==> src/rtl/scroll_pkg.sv <==
// Shared constants and state type for the horizontal scroll sequencer.
package scroll_pkg;

  localparam int unsigned TILE_PX      = 96;
  localparam int unsigned WORLD_W      = 3840;
  localparam int unsigned SCREEN_W     = 640;
  localparam int unsigned MAX_PROGRESS = WORLD_W - SCREEN_W;
  localparam int unsigned SCROLL_LINE  = 320;
  localparam int unsigned MAX_STEP     = 4;

  localparam int unsigned PROG_W = 12;
  localparam int unsigned X_W    = 10;
  localparam int unsigned STEP_W = 3;

  typedef enum logic [1:0] {
    IDLE   = 2'd0,
    CAPT   = 2'd1,
    COMMIT = 2'd2,
    END    = 2'd3
  } scroll_state_t;

endpackage

==> src/rtl/rise_detect.sv <==
// Registered 1-bit rising-edge detector; the reset value of the history bit
// decides whether a level already high at reset release counts as an edge.
module rise_detect #(
  parameter logic RST_VAL = 1'b0
) (
  input  logic clk,
  input  logic reset,
  input  logic d,
  output logic rise_c
);

  logic q;

  // History register for the sampled level.
  always_ff @(posedge clk) begin
    if (reset) q <= RST_VAL;
    else       q <= d;
  end

  assign rise_c = d & ~q;

endmodule

==> src/rtl/scroll_controller.sv <==
// Per-frame scroll sequencer: captures player state on each frame edge,
// computes a clamped forward step and commits it to the world progress.
module scroll_controller
  import scroll_pkg::*;
(
  input  logic              Clk,
  input  logic              Reset,
  input  logic              frame_clk,
  input  logic [X_W-1:0]    playerX,
  input  logic              player_right,
  input  logic [STEP_W-1:0] player_dx,
  input  logic              freeze,
  output logic [PROG_W-1:0] progress,
  output logic [STEP_W-1:0] scroll_amt,
  output logic              frame_tick,
  output logic              at_end
);

  scroll_state_t     state_q, state_d;
  logic              edge_c;
  logic              capture_c, step_en_c, commit_c;
  logic [X_W-1:0]    lat_x;
  logic              lat_right;
  logic [STEP_W-1:0] lat_dx;
  logic              lat_freeze;
  logic [STEP_W-1:0] step_q;
  logic [X_W-1:0]    over_c;
  logic [PROG_W-1:0] rem_c;
  logic [PROG_W-1:0] min_c;
  logic [STEP_W-1:0] step_c;
  logic [PROG_W-1:0] progress_next_c;

  rise_detect #(.RST_VAL(1'b1)) u_rise (
    .clk    (Clk),
    .reset  (Reset),
    .d      (frame_clk),
    .rise_c (edge_c)
  );

  // Step = min(overshoot past scroll line, player speed, max step, distance left).
  always_comb begin
    over_c = '0;
    if (lat_right && (lat_x > X_W'(SCROLL_LINE))) over_c = lat_x - X_W'(SCROLL_LINE);
    rem_c = PROG_W'(MAX_PROGRESS) - progress;
    min_c = PROG_W'(over_c);
    if (PROG_W'(lat_dx) < min_c)   min_c = PROG_W'(lat_dx);
    if (PROG_W'(MAX_STEP) < min_c) min_c = PROG_W'(MAX_STEP);
    if (rem_c < min_c)             min_c = rem_c;
    step_c = lat_freeze ? '0 : STEP_W'(min_c);
  end

  assign progress_next_c = progress + PROG_W'(step_q);

  // State register.
  always_ff @(posedge Clk) begin
    if (Reset) state_q <= IDLE;
    else       state_q <= state_d;
  end

  // Next-state and datapath enables; END still services edges with a zero step.
  always_comb begin
    state_d   = state_q;
    capture_c = 1'b0;
    step_en_c = 1'b0;
    commit_c  = 1'b0;
    case (state_q)
      IDLE, END: begin
        if (edge_c) begin
          state_d   = CAPT;
          capture_c = 1'b1;
        end
      end
      CAPT: begin
        state_d   = COMMIT;
        step_en_c = 1'b1;
      end
      COMMIT: begin
        commit_c = 1'b1;
        state_d  = (progress_next_c == PROG_W'(MAX_PROGRESS)) ? END : IDLE;
      end
      default: state_d = IDLE;
    endcase
  end

  // Input capture, step register and committed outputs.
  always_ff @(posedge Clk) begin
    if (Reset) begin
      lat_x      <= '0;
      lat_right  <= 1'b0;
      lat_dx     <= '0;
      lat_freeze <= 1'b0;
      step_q     <= '0;
      progress   <= '0;
      scroll_amt <= '0;
      frame_tick <= 1'b0;
      at_end     <= 1'b0;
    end else begin
      frame_tick <= 1'b0;
      if (capture_c) begin
        lat_x      <= playerX;
        lat_right  <= player_right;
        lat_dx     <= player_dx;
        lat_freeze <= freeze;
      end
      if (step_en_c) step_q <= step_c;
      if (commit_c) begin
        progress   <= progress_next_c;
        scroll_amt <= step_q;
        frame_tick <= 1'b1;
        if (progress_next_c == PROG_W'(MAX_PROGRESS)) at_end <= 1'b1;
      end
    end
  end

endmodule

==> config.mk <==
export PLATFORM = sky130hd
export DESIGN_NAME = scroll_controller
export DESIGN_NICKNAME = d
export VERILOG_FILES = /design/src/rtl/scroll_pkg.sv /design/src/rtl/rise_detect.sv /design/src/rtl/scroll_controller.sv
export SDC_FILE = /design/constraint.sdc
export NUM_CORES = 1
export LEC_CHECK = 0
export BUFFER_PORTS_ARGS = -buffer_cell sky130_fd_sc_hd__buf_2
export CAP_MARGIN = 0
export CORE_ASPECT_RATIO = 0.6
export CORE_MARGIN = 3
export CORE_UTILIZATION = 41
export CTS_CLUSTER_DIAMETER = 150
export DETAILED_ROUTE_END_ITERATION = 7
export PLACE_DENSITY = 0.59
export SLEW_MARGIN = 20
export SYNTH_ARGS = -nofsm -noshare
export SYNTH_HDL_FRONTEND = slang
export SYNTH_HIERARCHICAL = 1
export SYNTH_SLANG_ARGS = --single-unit
==> constraint.sdc <==
create_clock -name Clk -period 4.41 [get_ports Clk]
set_input_delay 0.882 -clock Clk [delete_from_list [all_inputs] [get_ports Clk]]
set_output_delay 0.882 -clock Clk [all_outputs]
set_load 0.02 [all_outputs]
==> run summary, run 1 <==
The flow ran to the end, and the final reports show no timing, DRC or antenna violations. Data on the critical path arrives at its endpoint at 3.94 ns. The number of antenna violations at the first check in global routing came out at 0. The clock transition at the registers of the reported paths was 0.08 ns; the sum of routed wire length over all layers was 5345 um. From bottom edge to top edge, the die measures 64.92 um. The tightest slew margin relative to the limit is 0.4921, and the maximum fanout encountered on the critical timing path is 6. The period utilization is 0.8525. The region available for standard cell placement spans 5330 um^2. The tools report the post-cts hold buffer count as 0.

Across the run, the number of max-cap violations was 0. STA classifies the critical path startpoint as a flop. Among all stages on the critical path, the largest delay is contributed by o41ai_1. STA puts the critical path data required time at 4.59 ns. The time the worst path needs with I/O delays and setup works out to 3.759 ns. The internal portion of the total power is 0.0006364 W.

The top-level port count came out at 35. The tools report the type of element capturing the critical path as a flop. The logs give 0 for the antenna diode count and 0 for the number of setup violations in the final report. The number of routed nets with antenna violations was 0. The achievable clock frequency came out at 266.0 MHz.

On the worst path, the slowest cell contributes a delay of 0.52 ns. In the synthesized netlist, the number of instances is 298. The pre-antenna-repair detailed-routing pass consisted of 6 iterations. The routing usage on met3 is 0.04478, and the top cell type's share of synthesized area is 0.3207. The sequential-to-total area share from yosys stat is 0.3207. From synthesis to final layout, the design area changed by 13.87%. TritonCTS built the clock tree. The run gives 0 as the quantity of gates resized following cts.

The met1 track utilization from global routing was 0.2624; the netlist area before placement was 2372 um^2. The wire length of the first global-routing pass is 9025 um, and the clock share of power is 0.323. The total die area is 6765 um^2, and the weighted congestion reported at the end of routability-driven placement is 0.7546. The total leakage power is 1.167 nW, and the synthesized area divided by synthesized cell count is 7.961 um^2.

Yosys printed 6 warnings. The worst setup path is of the flop to flop kind. Setup repair after global routing left no endpoint under its margin. Counting along the longest clock path gives a buffer depth of 2. The HPWL reported at the end of detailed placement was 4082 um; the total power density per cell area was 347.0 nW/um^2. Buffers placed on the I/O ports in this run total 34.

The number of vias per cell after detailed routing is 4.936, and the number of global-route vias before repair is 1834. Fraction of layout cells with a size suffix above 1: 0.1429. Cell taking the most area after synthesis: dfxtp_1. The logs give 48 for the number of distinct standard cells referenced by the synthesized netlist and 0.003673 ns for the worst clock skew on the final layout. After synthesis, the cell types taking the most area are dfxtp_1 32%, ha_1 10%, nand2_1 7.8%. Counting stages on the worst path, the most repeated cell is ha_1.

CTS saw 38 sinks. The clock reaches the later pin of the worst-skew pair after 0.29 ns. The fraction of power spent switching nets was 0.3210; the combinational share of power was 0.271. For the met2 global-route usage, the log shows 0.2160.

The detailed-route wire length per cell is 13.17 um. In the routed design, unresolved DRC markers number 0. Traced cell by cell, the critical path runs through inv_1, ha_1, nor2b_1, o21a_1, nand2_1, ha_1, o41ai_1, a21o_1, a32o_1, inv_1, ha_1, a21o_1, a21oi_1, a21boi_0, a21oi_1, a21boi_1, a221o_1. Detailed routing inserted a total of 2004 vias. The flop and latch count out of synthesis came out at 38.

Once the clock tree was built, the setup fixing pass inserted 0 buffers. The number of hold-slack violations in the final timing report is 0, and the final-stage net count is 366. The global routing's busiest layer was met1. The tools report the cell chosen for the clock root as clkbuf_8.

Summed over all failing endpoints, the final setup total negative slack is 0 ns. At the pin with the least slew margin, the transition time is 0.7619 ns. The logs give 0.1679 for the global-route total usage across every layer and 0 for the overall overflow remaining after global route. The type of the worst min-delay path is flop to flop. The final count of pins violating max slew is 0, and the net switching power of the design is 0.0003008 W. The H-tree was split into 2 levels.

In this run the horizontal extent of the chip is 104.2 um. The run gives 0.407 as the sequential share of power. IR analysis of the VDD net gives a maximum drop of 0.2239 mV. After the first detailed-routing iteration, the DRC count stood at 146.

Initial core utilization: 0.4451. The tools report the number of rows created at floorplan as 20. The final standard cell utilization of the core was 0.5068. The run gives 5 as the TritonCTS buffer count.

Entering global routing, the biggest net connects 37 pins.
==> cell families after synthesis <==
group | after synthesis | share of synthesized area
mux | 5 | 0.02110
xor+xnor | 21 | 0.07753
buf+inv | 32 | 0.05485
compound gates | 58 | 0.1698
simple gates | 123 | 0.2458
fa+ha+maj | 20 | 0.1087
flops | 38 | 0.3207
other cells | 1 | 0.001581
==> through the flow <==
| step | std cells | total power, W | setup WS [ns] | hold slack [ns] | cell area, um^2 |
|---|---|---|---|---|---|
| global route | 406 | 0.0009959 | 0.2833 | 0.4833 | 2701 |
| detailed placement | 398 | 0.0006403 | 0.6862 | 0.4504 | 2587 |
| floorplan | 304 | 0.0005816 | 1.116 | 0.4360 | 2395 |
| finish | 406 | 0.0009372 | 0.6507 | 0.4580 | 2701 |
| CTS | 406 | 0.0009422 | 0.6439 | 0.4619 | 2701 |
| global placement | 398 | 0.0006370 | 0.8579 | 0.4482 | 2587 |
==> placed cells by master, fill, tap and decap left out, types with 6 or more instances in the layout <==
cell | netlist | routed
nand2_1 | 49 | 49
dfxtp_1 | 38 | 38
buf_2 | 2 | 34
nor2_1 | 24 | 24
a21oi_1 | 24 | 24
ha_1 | 19 | 19
inv_1 | 15 | 15
xor2_1 | 11 | 11
xnor2_1 | 10 | 10
nand3_1 | 8 | 8
nor2b_1 | 7 | 7
nor3_1 | 7 | 7
nand4_1 | 7 | 7
conb_1 | 1 | 7
o21ai_0 | 6 | 6
==> path summary, 6_finish.rpt <==
check | from | endpoint | slack (ns) | cells past startpoint
worst min-delay path | lat_x[3] | lat_x[3] | 0.46 | 2
worst min register to register | lat_x[3] | lat_x[3] | 0.46 | 2
worst max-delay path | lat_x[6] | step_q[0] | 0.65 | 17
worst max register to register | lat_x[6] | step_q[0] | 0.65 | 17
==> registers in the layout, summed over array words and instances, names as in the netlist, 2 cells and up <==
| signal | cells |
|---|---|
| step_q | 3 |
| progress | 12 |
| lat_dx | 3 |
| lat_x | 10 |
| state_q | 2 |
| scroll_amt | 3 |
==> routing by layer <==
| layer | share of wire | vias to the layer above |
|---|---|---|
| li1 | - | 1072 |
| met4 | 0.011 | 0 |
| met5 | 0 | - |
| met2 | 0.36 | 45 |
| met1 | 0.57 | 880 |
| met3 | 0.060 | 7 |
==> worst max-delay path: cells and delay by family (launching register included) <==
family	cells	cell delay [ns]
simple gates	2	0.25
buf+inv	2	0.13
compound gates	10	2.17
flops	1	0.38
fa+ha+maj	3	0.74
==> power groups by stage <==
stage / Clock, W / Sequential, W / Combinational [W]
floorplan: 0 / 0.000389 / 0.000192
finish: 0.000302 / 0.000381 / 0.000254
detailed placement: 0 / 0.000389 / 0.000251
global placement: 0 / 0.000389 / 0.000248
global route: 0.000324 / 0.000384 / 0.000288
CTS: 0.000308 / 0.000381 / 0.000253
==> cells in the mapped netlist, drive strengths merged <==
| cell type | n |
|---|---|
| a211oi | 1 |
| a21boi | 2 |
| a21o | 5 |
| a21oi | 24 |
| a221o | 3 |
| a2bb2oi | 2 |
| a31o | 1 |
| a31oi | 1 |
| a32o | 1 |
| a41o | 1 |
| and2 | 4 |
| and3 | 5 |
| and4b | 1 |
| buf | 4 |
| clkbuf | 13 |
| conb | 1 |
| dfxtp | 38 |
| fa | 1 |
| ha | 19 |
| inv | 15 |
| mux2i | 5 |
| nand2 | 50 |
| nand2b | 2 |
| nand3 | 8 |
| nand4 | 7 |
| nor2 | 24 |
| nor2b | 7 |
| nor3 | 7 |
| nor3b | 1 |
| nor4 | 3 |
| o21a | 4 |
| o21ai | 6 |
| o311a | 2 |
| o31a | 1 |
| o31ai | 2 |
| o41ai | 2 |
| or2 | 2 |
| or3 | 1 |
| or3b | 1 |
| xnor2 | 10 |
| xor2 | 11 |
==> final cells by class <==
| cell class | instances | area [um^2] |
|---|---|---|
| multi-input cells | 234 | 1504 |
| flip-flops and latches | 38 | 760.7 |
| clock inverters | 3 | 45.04 |
| clock buffers | 5 | 68.82 |
| repair buffers | 34 | 170.2 |
| well taps | 77 | 96.34 |
| fillers | 554 | 2629 |
| inverters | 15 | 56.30 |
Power figures use the tool's default switching activity.
==> run 2: changes to the inputs <==
Settings changed: CORE_UTILIZATION 41 to 25, PLACE_DENSITY 0.59 to 0.39.
==> run summary, run 2 (synthesized netlist as in run 1, its figures left out) <==
Worst-margin pin slew: 0.7693 ns (was 0.7619 ns). The kind of cell adding the most delay to the critical path is compound AO/OA/AOI/OAI gates (unchanged). The total die area is 10730 um^2 (was 6765 um^2). TritonCTS built the clock tree. Largest registers: progress: 12 flops, lat_x: 10 flops (unchanged). Launching point of the worst reg2reg path: lat_x[6] (unchanged). The total power density per cell area works out to 360.1 nW/um^2 (was 347.0 nW/um^2). The wire length of the first global-routing pass is 9949 um (was 9025 um). The start-to-end type of the worst setup path was flop to flop (unchanged). The initial core utilization was 0.2681 (was 0.4451).

Clock transition at the registers of the reported paths: 0.06 ns (was 0.08 ns). The post-cts hold buffer count was 0 (unchanged). The tools report the origin of the worst min-delay path as lat_freeze (was lat_x[3]). For the aggregate negative setup slack, the log shows 0 ns (unchanged). Cell-by-cell trace of the critical path: inv_1, ha_1, nor2b_1, o21a_1, nand2_1, ha_1, o41ai_1, a21o_1, a32o_1, inv_1, ha_1, a21o_1, a21oi_1, a21boi_0, a21oi_1, a21boi_1, a221o_1 (unchanged). Top library cells by usage in the layout, fill and taps aside: 49 x nand2_1, 38 x dfxtp_1, 34 x buf_2 (unchanged). The buffer and inverter count on the worst path is 2 (unchanged), and the number of buffers added for setup after CTS is 0 (unchanged). The depth of the critical timing path with buffers and inverters included came out at 17 (unchanged).

The largest register by flop count was progress (unchanged). The detailed-routing iteration count for the pre-antenna-repair pass is 4 (was 6), and the number of buffers inserted by port buffering is 34 (unchanged). The number of hold-slack violations in the final timing report was 0 (unchanged). The flow ran to the end, and the final reports show no timing, DRC or antenna violations. The detailed-route wire length per cell was 12.96 um (was 13.17 um); the number of antenna violations at the first check in global routing was 0 (unchanged).

The startpoint kind of the worst setup timing path is a flop (unchanged). For the worst clock skew on the final layout, the log shows 0.004503 ns (was 0.003673 ns). The core region area is 8848 um^2 (was 5330 um^2). Critical path's slowest cell: o41ai_1 (unchanged). The run gives 0.4871 (was 0.4921) as the tightest slew margin relative to the limit. Setup repair after global routing left no endpoint under its margin. The number of clock sinks came out at 38 (unchanged).

The run gives 1865 (was 1834) as the number of global-route vias before repair. The run gives 0 (unchanged) as the post-route DRC violation count. Destination of the worst register-to-register timing path: step_q[2] (was step_q[0]). The maximum fanout encountered on the critical timing path is 6 (unchanged). The max-capacitance violation count is 0 (unchanged).

The die height came out at 81.46 um (was 64.92 um). For the global-route total usage across every layer, the log shows 0.1173 (was 0.1679). The logs give 0.4558 ns (was 0.4580 ns) for the tightest hold margin and 26 (was 20) for the number of rows created at floorplan. For the critical path arrival, the log shows 3.90 ns (was 3.94 ns).

Capture endpoint of the worst hold path: lat_freeze (was lat_x[3]). For the antenna diode count, the log shows 0 (unchanged). The fraction of layout cells with a size suffix above 1 works out to 0.1429 (unchanged).

The logs give 0.68 ns (was 0.65 ns) for the reg-to-reg setup timing slack and 5895 um (was 5345 um) for the sum of routed wire length over all layers. The run gives 0.28 ns (was 0.29 ns) as the clock insertion delay at the later pin of the skew report. The total leakage power came out at 1.190 nW (was 1.167 nW). Final standard cell utilization of the core: 0.3165 (was 0.5068). The number of setup violations in the final report was 0 (unchanged); the final count of pins violating max slew was 0 (unchanged). The period utilization was 0.8458 (was 0.8525); the TritonCTS buffer count was 5 (unchanged). Critical path's most frequent cell: ha_1 (unchanged). Top-level port count: 35 (unchanged). The tools report the type of element capturing the critical path as a flop (unchanged).

The tools report the weighted congestion reported at the end of routability-driven placement as 0.7600 (was 0.7546). The most common cell after layout, fill and taps aside is nand2_1 (unchanged). The achievable clock frequency is 268.1 MHz (was 266.0 MHz), and the largest net degree at the start of global routing is 37 (unchanged).

The number of vias per cell after detailed routing is 4.433 (was 4.936), and the HPWL reported at the end of detailed placement is 4538 um (was 4082 um). The cell chosen for the clock root is clkbuf_16 (was clkbuf_8). The highest cell delay on the worst timing path is 0.49 ns (was 0.52 ns), and the width of the die is 131.8 um (was 104.2 um).

The run gives 0.1486 mV (was 0.2239 mV) as the peak ir drop on the vdd network. The tools report the number of routed nets with antenna violations as 0 (unchanged). The area added between synthesis and finish is 18.04% (was 13.87%).

The buffer depth of the longest clock path is 2 (unchanged), and the total via count after detailed routing is 2017 (was 2004). The flip-flop count of the largest register after layout was 12 (unchanged); the quantity of gates resized following cts was 0 (unchanged). The run gives 366 (unchanged) as the final-stage net count.

The hold-critical path depth was 2 (unchanged). The time the worst path needs with I/O delays and setup is 3.730 ns (was 3.759 ns). The number of H-tree levels is 2 (unchanged), and the overall overflow remaining after global route is 0 (unchanged). The number of cells on the worst reg-to-reg path was 17 (unchanged); the critical path data required time was 4.58 ns (was 4.59 ns). The type of the worst min-delay path is flop to flop (unchanged).

The tools report the detailed router's first-iteration violation count as 112 (was 146).
run 2: cell types whose count changed in the layout (fill, tap and decap cells not counted):
cell and delta:
clkbuf_16 +5, clkbuf_8 -4, bufinv_16 -1, clkinv_2 +1
clkinvlp_4 -1
run 2: cell type report:
cell class                 instances  area (um^2)
timing repair buffer              34        170.2
tap                              126        157.7
multi-input combinational        234         1504
inverter                          15        56.30
fill                             967         6048
clock buffer                       6        138.9
clock inverter                     2        12.51
sequential                        38        760.7
run 2: power breakdown:
part	leakage (nW)	switching, W	total [W]	internal [W]
logic	0.809	0.000150	0.000253	0.000103
clock network	0.0729	0.000149	0.000373	0.000224
registers	0.308	0.0000166	0.000382	0.000365
total	1.19	0.000315	0.00101	0.000693
run 2: worst reg2reg max path: stages, from the launching register on:
cell and delay, ns:
dfxtp_1 0.37, inv_1 0.06, ha_1 0.20, nor2b_1 0.17
o21a_1 0.23, nand2_1 0.08, ha_1 0.22, o41ai_1 0.49
a21o_1 0.21, a32o_1 0.16, inv_1 0.05, ha_1 0.30
a21o_1 0.18, a21oi_1 0.14, a21boi_0 0.10, a21oi_1 0.21
a21boi_1 0.14, a221o_1 0.30
run 2: stage by stage:
step / power, W / setup slack [ns] / cell area, um^2 / cells
after global routing: 0.001076 / 0.3573 / 2800 / 455
after detailed placement: 0.0006449 / 0.7147 / 2649 / 447
after CTS: 0.001020 / 0.6948 / 2800 / 455
after floorplan: 0.0005816 / 1.116 / 2395 / 304
after global placement: 0.0006467 / 0.8333 / 2649 / 447
final: 0.001008 / 0.6798 / 2800 / 455
run 2: layer usage:
| layer | up-vias | GRT usage | part of all wire |
|---|---|---|---|
| li1 | 1076 | - | - |
| met1 | 907 | 0.1872 | 0.60 |
| met2 | 29 | 0.1475 | 0.35 |
| met3 | 5 | 0.03488 | 0.044 |
| met4 | 0 | 0.02516 | 0.0061 |
| met5 | - | 0 | 0 |
run 2: worst max path at each step:
stage | slack [ns] | from | endpoint
after floorplan | 1.12 | lat_x[6] | step_q[2]
after detailed placement | 0.71 | lat_x[6] | step_q[1]
after global placement | 0.83 | lat_x[6] | step_q[0]
after global routing | 0.36 | lat_x[6] | step_q[2]
after CTS | 0.69 | lat_x[6] | step_q[2]
final | 0.68 | lat_x[6] | step_q[2]
